[src/rtl/ccsds_pkg.sv]
// Shared types and constants for the CCSDS TM frame sequencer.
// PN taps realise s[n+8] = s[n+7]^s[n+5]^s[n+3]^s[n] with pn[7] holding the oldest bit.
package ccsds_pkg;

    typedef enum logic [1:0] {
        SEQ_IDLE,
        SEQ_ASM,
        SEQ_DATA
    } seq_state_e;

    localparam int unsigned CCSDS_ASM_W   = 32;
    localparam int unsigned CCSDS_PN_W    = 8;
    localparam logic [CCSDS_ASM_W-1:0] CCSDS_ASM     = 32'h1ACF_FC1D;
    localparam logic [CCSDS_PN_W-1:0]  CCSDS_PN_SEED = 8'hFF;
    localparam logic [CCSDS_PN_W-1:0]  CCSDS_PN_TAPS = 8'h95;

    function automatic logic [CCSDS_PN_W-1:0] pn_next(input logic [CCSDS_PN_W-1:0] pn);
        return {pn[CCSDS_PN_W-2:0], ^(pn & CCSDS_PN_TAPS)};
    endfunction

endpackage

[src/rtl/ccsds_frame_sequencer_pn_gen.sv]
// 8-bit Fibonacci LFSR producing the CCSDS randomizer sequence, MSB out.
module ccsds_pn_gen
    import ccsds_pkg::*;
#(
    parameter logic [CCSDS_PN_W-1:0] SEED = CCSDS_PN_SEED
) (
    input  logic clk_i,
    input  logic rst_ni,
    input  logic init_i,
    input  logic step_i,
    output logic pn_o
);

    logic [CCSDS_PN_W-1:0] pn_q;
    logic [CCSDS_PN_W-1:0] pn_d;

    always_comb begin
        pn_d = pn_q;
        if (init_i) begin
            pn_d = SEED;
        end else if (step_i) begin
            pn_d = pn_next(pn_q);
        end
    end

    always_ff @(posedge clk_i or negedge rst_ni) begin
        if (!rst_ni) begin
            pn_q <= SEED;
        end else begin
            pn_q <= pn_d;
        end
    end

    assign pn_o = pn_q[CCSDS_PN_W-1];

endmodule

[src/rtl/ccsds_frame_sequencer.sv]
// Byte-to-bit CCSDS TM framer: emits ASM then FRAME_BYTES of PN-randomized data per frame.
// All outputs are decoded from registered state only.
module ccsds_frame_sequencer
    import ccsds_pkg::*;
#(
    parameter int unsigned                FRAME_BYTES = 223,
    parameter logic [CCSDS_ASM_W-1:0]     ASM_WORD    = CCSDS_ASM,
    parameter logic [CCSDS_PN_W-1:0]      PN_SEED     = CCSDS_PN_SEED
) (
    input  logic       clk_i,
    input  logic       rst_ni,
    input  logic       enable_i,
    input  logic [7:0] s_data_i,
    input  logic       s_valid_i,
    input  logic       s_last_i,
    output logic       s_ready_o,
    output logic       bit_o,
    output logic       bit_valid_o,
    input  logic       bit_ready_i,
    output logic       frame_start_o,
    output logic       frame_done_o,
    output logic       underrun_o,
    output logic       len_err_o,
    output logic       busy_o
);

    localparam int unsigned     BC_W      = $clog2(FRAME_BYTES + 1);
    localparam int unsigned     AC_W      = $clog2(CCSDS_ASM_W);
    localparam logic [BC_W-1:0] LAST_BYTE = BC_W'(FRAME_BYTES - 1);
    localparam logic [AC_W-1:0] LAST_ASM  = AC_W'(CCSDS_ASM_W - 1);

    seq_state_e             state_q, state_d;
    logic                   ready_en_q, ready_en_d;
    logic [7:0]             hold_q, hold_d;
    logic                   hold_valid_q, hold_valid_d;
    logic [7:0]             shift_q, shift_d;
    logic                   shift_valid_q, shift_valid_d;
    logic [CCSDS_ASM_W-1:0] asm_sr_q, asm_sr_d;
    logic [AC_W-1:0]        asm_cnt_q, asm_cnt_d;
    logic [2:0]             bit_cnt_q, bit_cnt_d;
    logic [BC_W-1:0]        byte_cnt_q, byte_cnt_d;
    logic [BC_W-1:0]        in_cnt_q, in_cnt_d;
    logic                   underrun_q, underrun_d;
    logic                   len_err_q, len_err_d;
    logic                   frame_done_q, frame_done_d;

    logic bit_valid_c, bit_acc_c, in_acc_c, pn_out_c;
    logic pn_init_c, pn_step_c, go_asm_c, load_shift_c;

    ccsds_pn_gen #(.SEED(PN_SEED)) u_pn (
        .clk_i  (clk_i),
        .rst_ni (rst_ni),
        .init_i (pn_init_c),
        .step_i (pn_step_c),
        .pn_o   (pn_out_c)
    );

    assign bit_valid_c = (state_q == SEQ_ASM) || ((state_q == SEQ_DATA) && shift_valid_q);
    assign bit_acc_c   = bit_valid_c && bit_ready_i;
    assign in_acc_c    = s_valid_i && s_ready_o;

    always_comb begin
        state_d       = state_q;
        ready_en_d    = 1'b1;
        hold_d        = hold_q;
        hold_valid_d  = hold_valid_q;
        shift_d       = shift_q;
        shift_valid_d = shift_valid_q;
        asm_sr_d      = asm_sr_q;
        asm_cnt_d     = asm_cnt_q;
        bit_cnt_d     = bit_cnt_q;
        byte_cnt_d    = byte_cnt_q;
        in_cnt_d      = in_cnt_q;
        underrun_d    = underrun_q;
        len_err_d     = len_err_q;
        frame_done_d  = 1'b0;
        pn_init_c     = 1'b0;
        pn_step_c     = 1'b0;
        go_asm_c      = 1'b0;
        load_shift_c  = 1'b0;

        // Input side tracks its own byte position so s_last_i is checked, never trusted.
        if (in_acc_c) begin
            hold_d = s_data_i;
            if (s_last_i != (in_cnt_q == LAST_BYTE)) begin
                len_err_d = 1'b1;
            end
            in_cnt_d = (in_cnt_q == LAST_BYTE) ? '0 : in_cnt_q + BC_W'(1);
        end

        unique case (state_q)
            SEQ_IDLE: begin
                go_asm_c = hold_valid_q && enable_i;
            end
            SEQ_ASM: begin
                if (bit_acc_c) begin
                    asm_sr_d  = asm_sr_q << 1;
                    asm_cnt_d = asm_cnt_q + AC_W'(1);
                    if (asm_cnt_q == LAST_ASM) begin
                        state_d      = SEQ_DATA;
                        pn_init_c    = 1'b1;
                        bit_cnt_d    = '0;
                        byte_cnt_d   = '0;
                        load_shift_c = hold_valid_q;
                        underrun_d   = underrun_q || !hold_valid_q;
                    end
                end
            end
            SEQ_DATA: begin
                if (bit_acc_c) begin
                    pn_step_c = 1'b1;
                    shift_d   = shift_q << 1;
                    bit_cnt_d = bit_cnt_q + 3'd1;
                    if (bit_cnt_q == 3'd7) begin
                        shift_valid_d = 1'b0;
                        if (byte_cnt_q == LAST_BYTE) begin
                            frame_done_d = 1'b1;
                            byte_cnt_d   = '0;
                            go_asm_c     = hold_valid_q && enable_i;
                            state_d      = SEQ_IDLE;
                        end else begin
                            byte_cnt_d   = byte_cnt_q + BC_W'(1);
                            load_shift_c = hold_valid_q;
                            underrun_d   = underrun_q || !hold_valid_q;
                        end
                    end
                end else if (!shift_valid_q && hold_valid_q) begin
                    load_shift_c = 1'b1;
                end
            end
            default: begin
                state_d = SEQ_IDLE;
            end
        endcase

        if (go_asm_c) begin
            state_d   = SEQ_ASM;
            asm_sr_d  = ASM_WORD;
            asm_cnt_d = '0;
        end
        if (load_shift_c) begin
            shift_d       = hold_q;
            shift_valid_d = 1'b1;
        end
        hold_valid_d = (hold_valid_q && !load_shift_c) || in_acc_c;
    end

    always_ff @(posedge clk_i or negedge rst_ni) begin
        if (!rst_ni) begin
            state_q       <= SEQ_IDLE;
            ready_en_q    <= 1'b0;
            hold_q        <= '0;
            hold_valid_q  <= 1'b0;
            shift_q       <= '0;
            shift_valid_q <= 1'b0;
            asm_sr_q      <= '0;
            asm_cnt_q     <= '0;
            bit_cnt_q     <= '0;
            byte_cnt_q    <= '0;
            in_cnt_q      <= '0;
            underrun_q    <= 1'b0;
            len_err_q     <= 1'b0;
            frame_done_q  <= 1'b0;
        end else begin
            state_q       <= state_d;
            ready_en_q    <= ready_en_d;
            hold_q        <= hold_d;
            hold_valid_q  <= hold_valid_d;
            shift_q       <= shift_d;
            shift_valid_q <= shift_valid_d;
            asm_sr_q      <= asm_sr_d;
            asm_cnt_q     <= asm_cnt_d;
            bit_cnt_q     <= bit_cnt_d;
            byte_cnt_q    <= byte_cnt_d;
            in_cnt_q      <= in_cnt_d;
            underrun_q    <= underrun_d;
            len_err_q     <= len_err_d;
            frame_done_q  <= frame_done_d;
        end
    end

    assign s_ready_o     = ready_en_q && !hold_valid_q;
    assign bit_valid_o   = bit_valid_c;
    assign bit_o         = (state_q == SEQ_ASM)  ? asm_sr_q[CCSDS_ASM_W-1] :
                           (state_q == SEQ_DATA) ? (shift_valid_q && (shift_q[7] ^ pn_out_c)) :
                           1'b0;
    assign frame_start_o = (state_q == SEQ_ASM) && (asm_cnt_q == '0);
    assign frame_done_o  = frame_done_q;
    assign underrun_o    = underrun_q;
    assign len_err_o     = len_err_q;
    assign busy_o        = (state_q != SEQ_IDLE);

endmodule

[config.mk]
export PLATFORM = sky130hd
export DESIGN_NAME = ccsds_frame_sequencer
export DESIGN_NICKNAME = d
export VERILOG_FILES = /design/src/rtl/ccsds_pkg.sv /design/src/rtl/ccsds_frame_sequencer_pn_gen.sv /design/src/rtl/ccsds_frame_sequencer.sv
export SDC_FILE = /design/constraint.sdc
export NUM_CORES = 1
export LEC_CHECK = 0
export BUFFER_PORTS_ARGS = -buffer_cell sky130_fd_sc_hd__buf_2
export CAP_MARGIN = 30
export CORE_MARGIN = 2
export CORE_UTILIZATION = 55
export DETAILED_ROUTE_END_ITERATION = 8
export GPL_TIMING_DRIVEN = 0
export MAX_ROUTING_LAYER = met4
export PLACE_DENSITY = 0.82
export SLEW_MARGIN = 40
export SYNTH_ARGS = -nofsm -noshare
export SYNTH_HDL_FRONTEND = slang
export SYNTH_HIERARCHICAL = 1
export SYNTH_SLANG_ARGS = --single-unit
[constraint.sdc]
create_clock -name clk_i -period 2.4 [get_ports clk_i]
set_clock_uncertainty 0.2 [all_clocks]
set_input_delay 0.24 -clock clk_i [delete_from_list [all_inputs] [get_ports clk_i]]
set_output_delay 0.24 -clock clk_i [all_outputs]
set_load 0.03 [all_outputs]
==> results.py <==
metrics = {
    "run_status": {
        "status": "completed",
    },
    "detailed_routing": {
        "drc": 0,
        "drt_iter0_drc": 123,
        "first_pass_iters": 4,
        "via_per_inst": 5.537,
        "num_vias": 3267,
        "wl_per_cell_um": 14.66,
        "wl_mm": 8.648,
        "postRouteAntennaNets": 0,
    },
    "hold_path": {
        "hp-class": "primary input to register",
        "min_from": "s_last_i",
        "holdPathEnd": "len_err_o",
        "holdPathStages": 3,
    },
    "sta": {
        "fmax_mhz": 431.3,
        "min_period_ns": 2.319,
        "final_hold_viol_count": 0,
        "setup_violations": 0,
        "tightest_slew_ns": 0.5635,
        "slew_headroom_pct": 62.29,
        "rsz0062_at_grt": "true",
        "fin_tns_setup_ns": 0,
        "min_period_over_period_pct": 96.61,
        "slew_violations": 0,
    },
    "synth": {
        "yosys_warnings": 6,
        "synthDistinctLibCells": 60,
        "synth-compound-area-share_pct": 14.09,
        "yosysTopAreaCellShare_pct": 47.46,
        "synth_edf_count": 0,
        "synth_cells": 440,
        "synthTopCellsByArea": "dfrtp_1, nand2_1, dfstp_2",
        "synth_xor_area_share_pct": 1.572,
        "ys_seq_area_share_pct": 52.45,
        "ys_ff_latch": 88,
        "muxShareOfSynthArea_pct": 2.848,
        "avgSynthCellArea_um2": 9.586,
        "synth_top_family_by_area": "simple AND/OR/NAND/NOR gates",
        "netlist_area_um2": 4218,
        "synthSimpleGateAreaFrac_pct": 21.86,
        "synthAdderAreaFrac_pct": 3.560,
        "ys.flop_type": "dfrtp_1",
        "synth_async_sr_flop_share_pct": 100.0,
        "synth_nets": 466,
        "synth_area_leader_cell": "dfrtp_1",
    },
    "clock_tree": {
        "cts_max_path_buffers": 2,
        "cts_made_buffers": 9,
        "clock-sinks": 88,
        "worstSkewPairLatency_ns": 0.36,
        "htreeDepth": 3,
        "cts_tree": "built",
        "cts_root_buffer": "clkbuf_8",
        "path_clk_slew_ns": 0.09,
    },
    "setup_path": {
        "cp.arrival_ns": 2.37,
        "critPathLaunchType": "register",
        "required_ns": 2.45,
        "crit_type": "register to register",
        "path_max_fanout": 4,
        "rr_endpoint": "shift_q[6]",
        "end_kind": "register",
        "r2r_setup_slack_ns": 0.08,
        "r2r_start": "asm_cnt_q[1]",
        "rr_worst_depth": 8,
    },
    "final_layout": {
        "syn_to_final_growth_pct": 16.17,
        "final_common_cell": "nand2_1",
        "nNetsFinal": 513,
        "final_cell_mix": "nand2_1, dfrtp_1, o21ai_0, nor2_1, buf_2",
        "stdcell_count": 590,
        "final_util_pct": 66.84,
        "n_antenna_cell": 0,
        "drive_gt1_share_pct": 19.55,
        "final_area_um2": 4900,
    },
    "floorplan": {
        "die_area_um2": 8385,
        "rows": 31,
        "initial_core_util_pct": 57.54,
        "fp.dieW_um": 91.57,
        "fp.dieH_um": 91.57,
        "core_region_area_um2": 7331,
        "io_pins": 22,
    },
    "pwr": {
        "powerDensity_nw_per_um2": 915.1,
        "p_leak_nw": 2.406,
        "finalPower_w": 0.004484,
        "peakVddDrop_mv": 0.7388,
    },
    "global_route": {
        "grt_pass1_wl_mm": 15.12,
        "antenna_found_initial": 0,
        "grt_pass1_vias": 3255,
        "grt_start_max_net_pins": 54,
        "track_usage_pct": 22.97,
        "grt_overflow": 0,
    },
    "place": {
        "place_area_um2": 4476,
        "gp_congestion": 0.8078,
        "io_buffers": 20,
        "hpwl_mm": 5.665,
        "dpl.cell_count": 560,
    },
    "job": {
        "timing.max_cap.violations": 0,
    },
}
-- registers in the layout (all words and copies together), names as in the netlist, 2 cells and up --
| register | flops |
|---|---|
| asm_cnt_q | 5 |
| asm_sr_q | 32 |
| bit_cnt_q | 3 |
| byte_cnt_q | 8 |
| hold_q | 8 |
| in_cnt_q | 8 |
| shift_q | 8 |
| state_q | 2 |
| u_pn/pn_q | 8 |
-- power by group --
group          internal [W]  leakage (nW)  switching, W
clock network      0.000590         0.108      0.000536
logic              0.000495          1.18      0.000789
registers           0.00184          1.12      0.000231
total               0.00293          2.41       0.00156
-- routing by layer --
layer	GRT usage [%]	vias up	share of wire [%]	routed length [um]
li1	-	1587	-	-
met1	29.04	1612	45	3927
met2	37.99	53	51	4390
met3	4.066	15	2.3	196
met4	6.944	0	1.5	133
met5	-	-	0	0
-- worst max-delay path by stage --
stage	cells after the start	start	slack (ns)	end
after detailed placement	8	state_q[1]	-0.09	u_pn/pn_q[2]
final	8	asm_cnt_q[1]	0.08	shift_q[6]
after global placement	7	state_q[0]	-0.04	u_pn/pn_q[2]
after floorplan	8	asm_cnt_q[0]	0.17	shift_q[1]
after global routing	8	byte_cnt_q[0]	-0.03	state_q[0]
after CTS	8	asm_cnt_q[0]	0.01	shift_q[2]
-- cell families (layout without fill, tap and decap cells) --
group,after synthesis,in the layout
other,1,1
adders and majority gates,12,12
and+or+nand+nor,195,196
AOI/OAI and AO/OA,94,94
buffers and inverters,33,83
muxes,11,11
xor gates and xnor gates,6,6
DFF,88,88
-- metrics by stage --
| stage | hold slack (ns) | setup WS, ns |
|---|---|---|
| 4_1_cts | 0.02130 | 0.01397 |
| 5_1_grt | 0.03375 | -0.02718 |
| 6_report | 0.03394 | 0.08136 |
| 3_3_place_gp | 0.2316 | -0.04250 |
| 2_1_floorplan | -0.2556 | 0.1675 |
| 3_5_place_dp | -0.03981 | -0.09427 |
-- Yosys cell counts (2+ instances only) --
cell	instances
a22o_1	4
and3_1	6
a211o_1	6
or2_2	2
nand4_1	4
nor2_1	26
and2_1	3
inv_1	11
mux2_2	8
nand2_1	114
o21ai_1	15
dfrtp_1	80
nand3_1	7
ha_1	12
nor3_1	3
nand3_2	2
nand3b_1	3
o21ai_0	41
clkbuf_1	7
buf_4	4
xor2_1	2
a21oi_1	5
buf_2	8
dfstp_2	8
a21boi_0	2
nor2b_1	9
xnor2_1	3
mux2i_1	3
a21o_1	4
buf_1	2
o31ai_1	5
nand2b_1	3
-- cell type report --
cell class / count / area (um^2)
fillers: 552 / 2431
flip-flops and latches: 88 / 2213
multi-input cells: 320 / 1919
repair buffers: 35 / 261.5
clock buffers: 9 / 123.9
well taps: 99 / 123.9
plain buffers: 21 / 120.1
clock inverters: 6 / 92.59
inverters: 12 / 45.04
-- critical path, stage by stage (launching register included) --
cell and delay, ns:
dfrtp_1 0.40, ha_1 0.21, and3_1 0.20, ha_2 0.21, and3_4 0.20, a31oi_1 0.18
o21ai_2 0.13, nand3_2 0.13, mux2_2 0.34
-- what timing repair did --
item / 4_1_cts / 5_1_grt
pin swaps: 2 / 3
buffers inserted: 3 / 2
endpoints found under the hold margin: 88 / 0
cloned: 1 / 0
hold buffers: 9 / 0
resized for setup: 5 / 27
endpoints found under the setup margin: 18 / 49
Note: power is estimated with default switching activity, not from simulation.
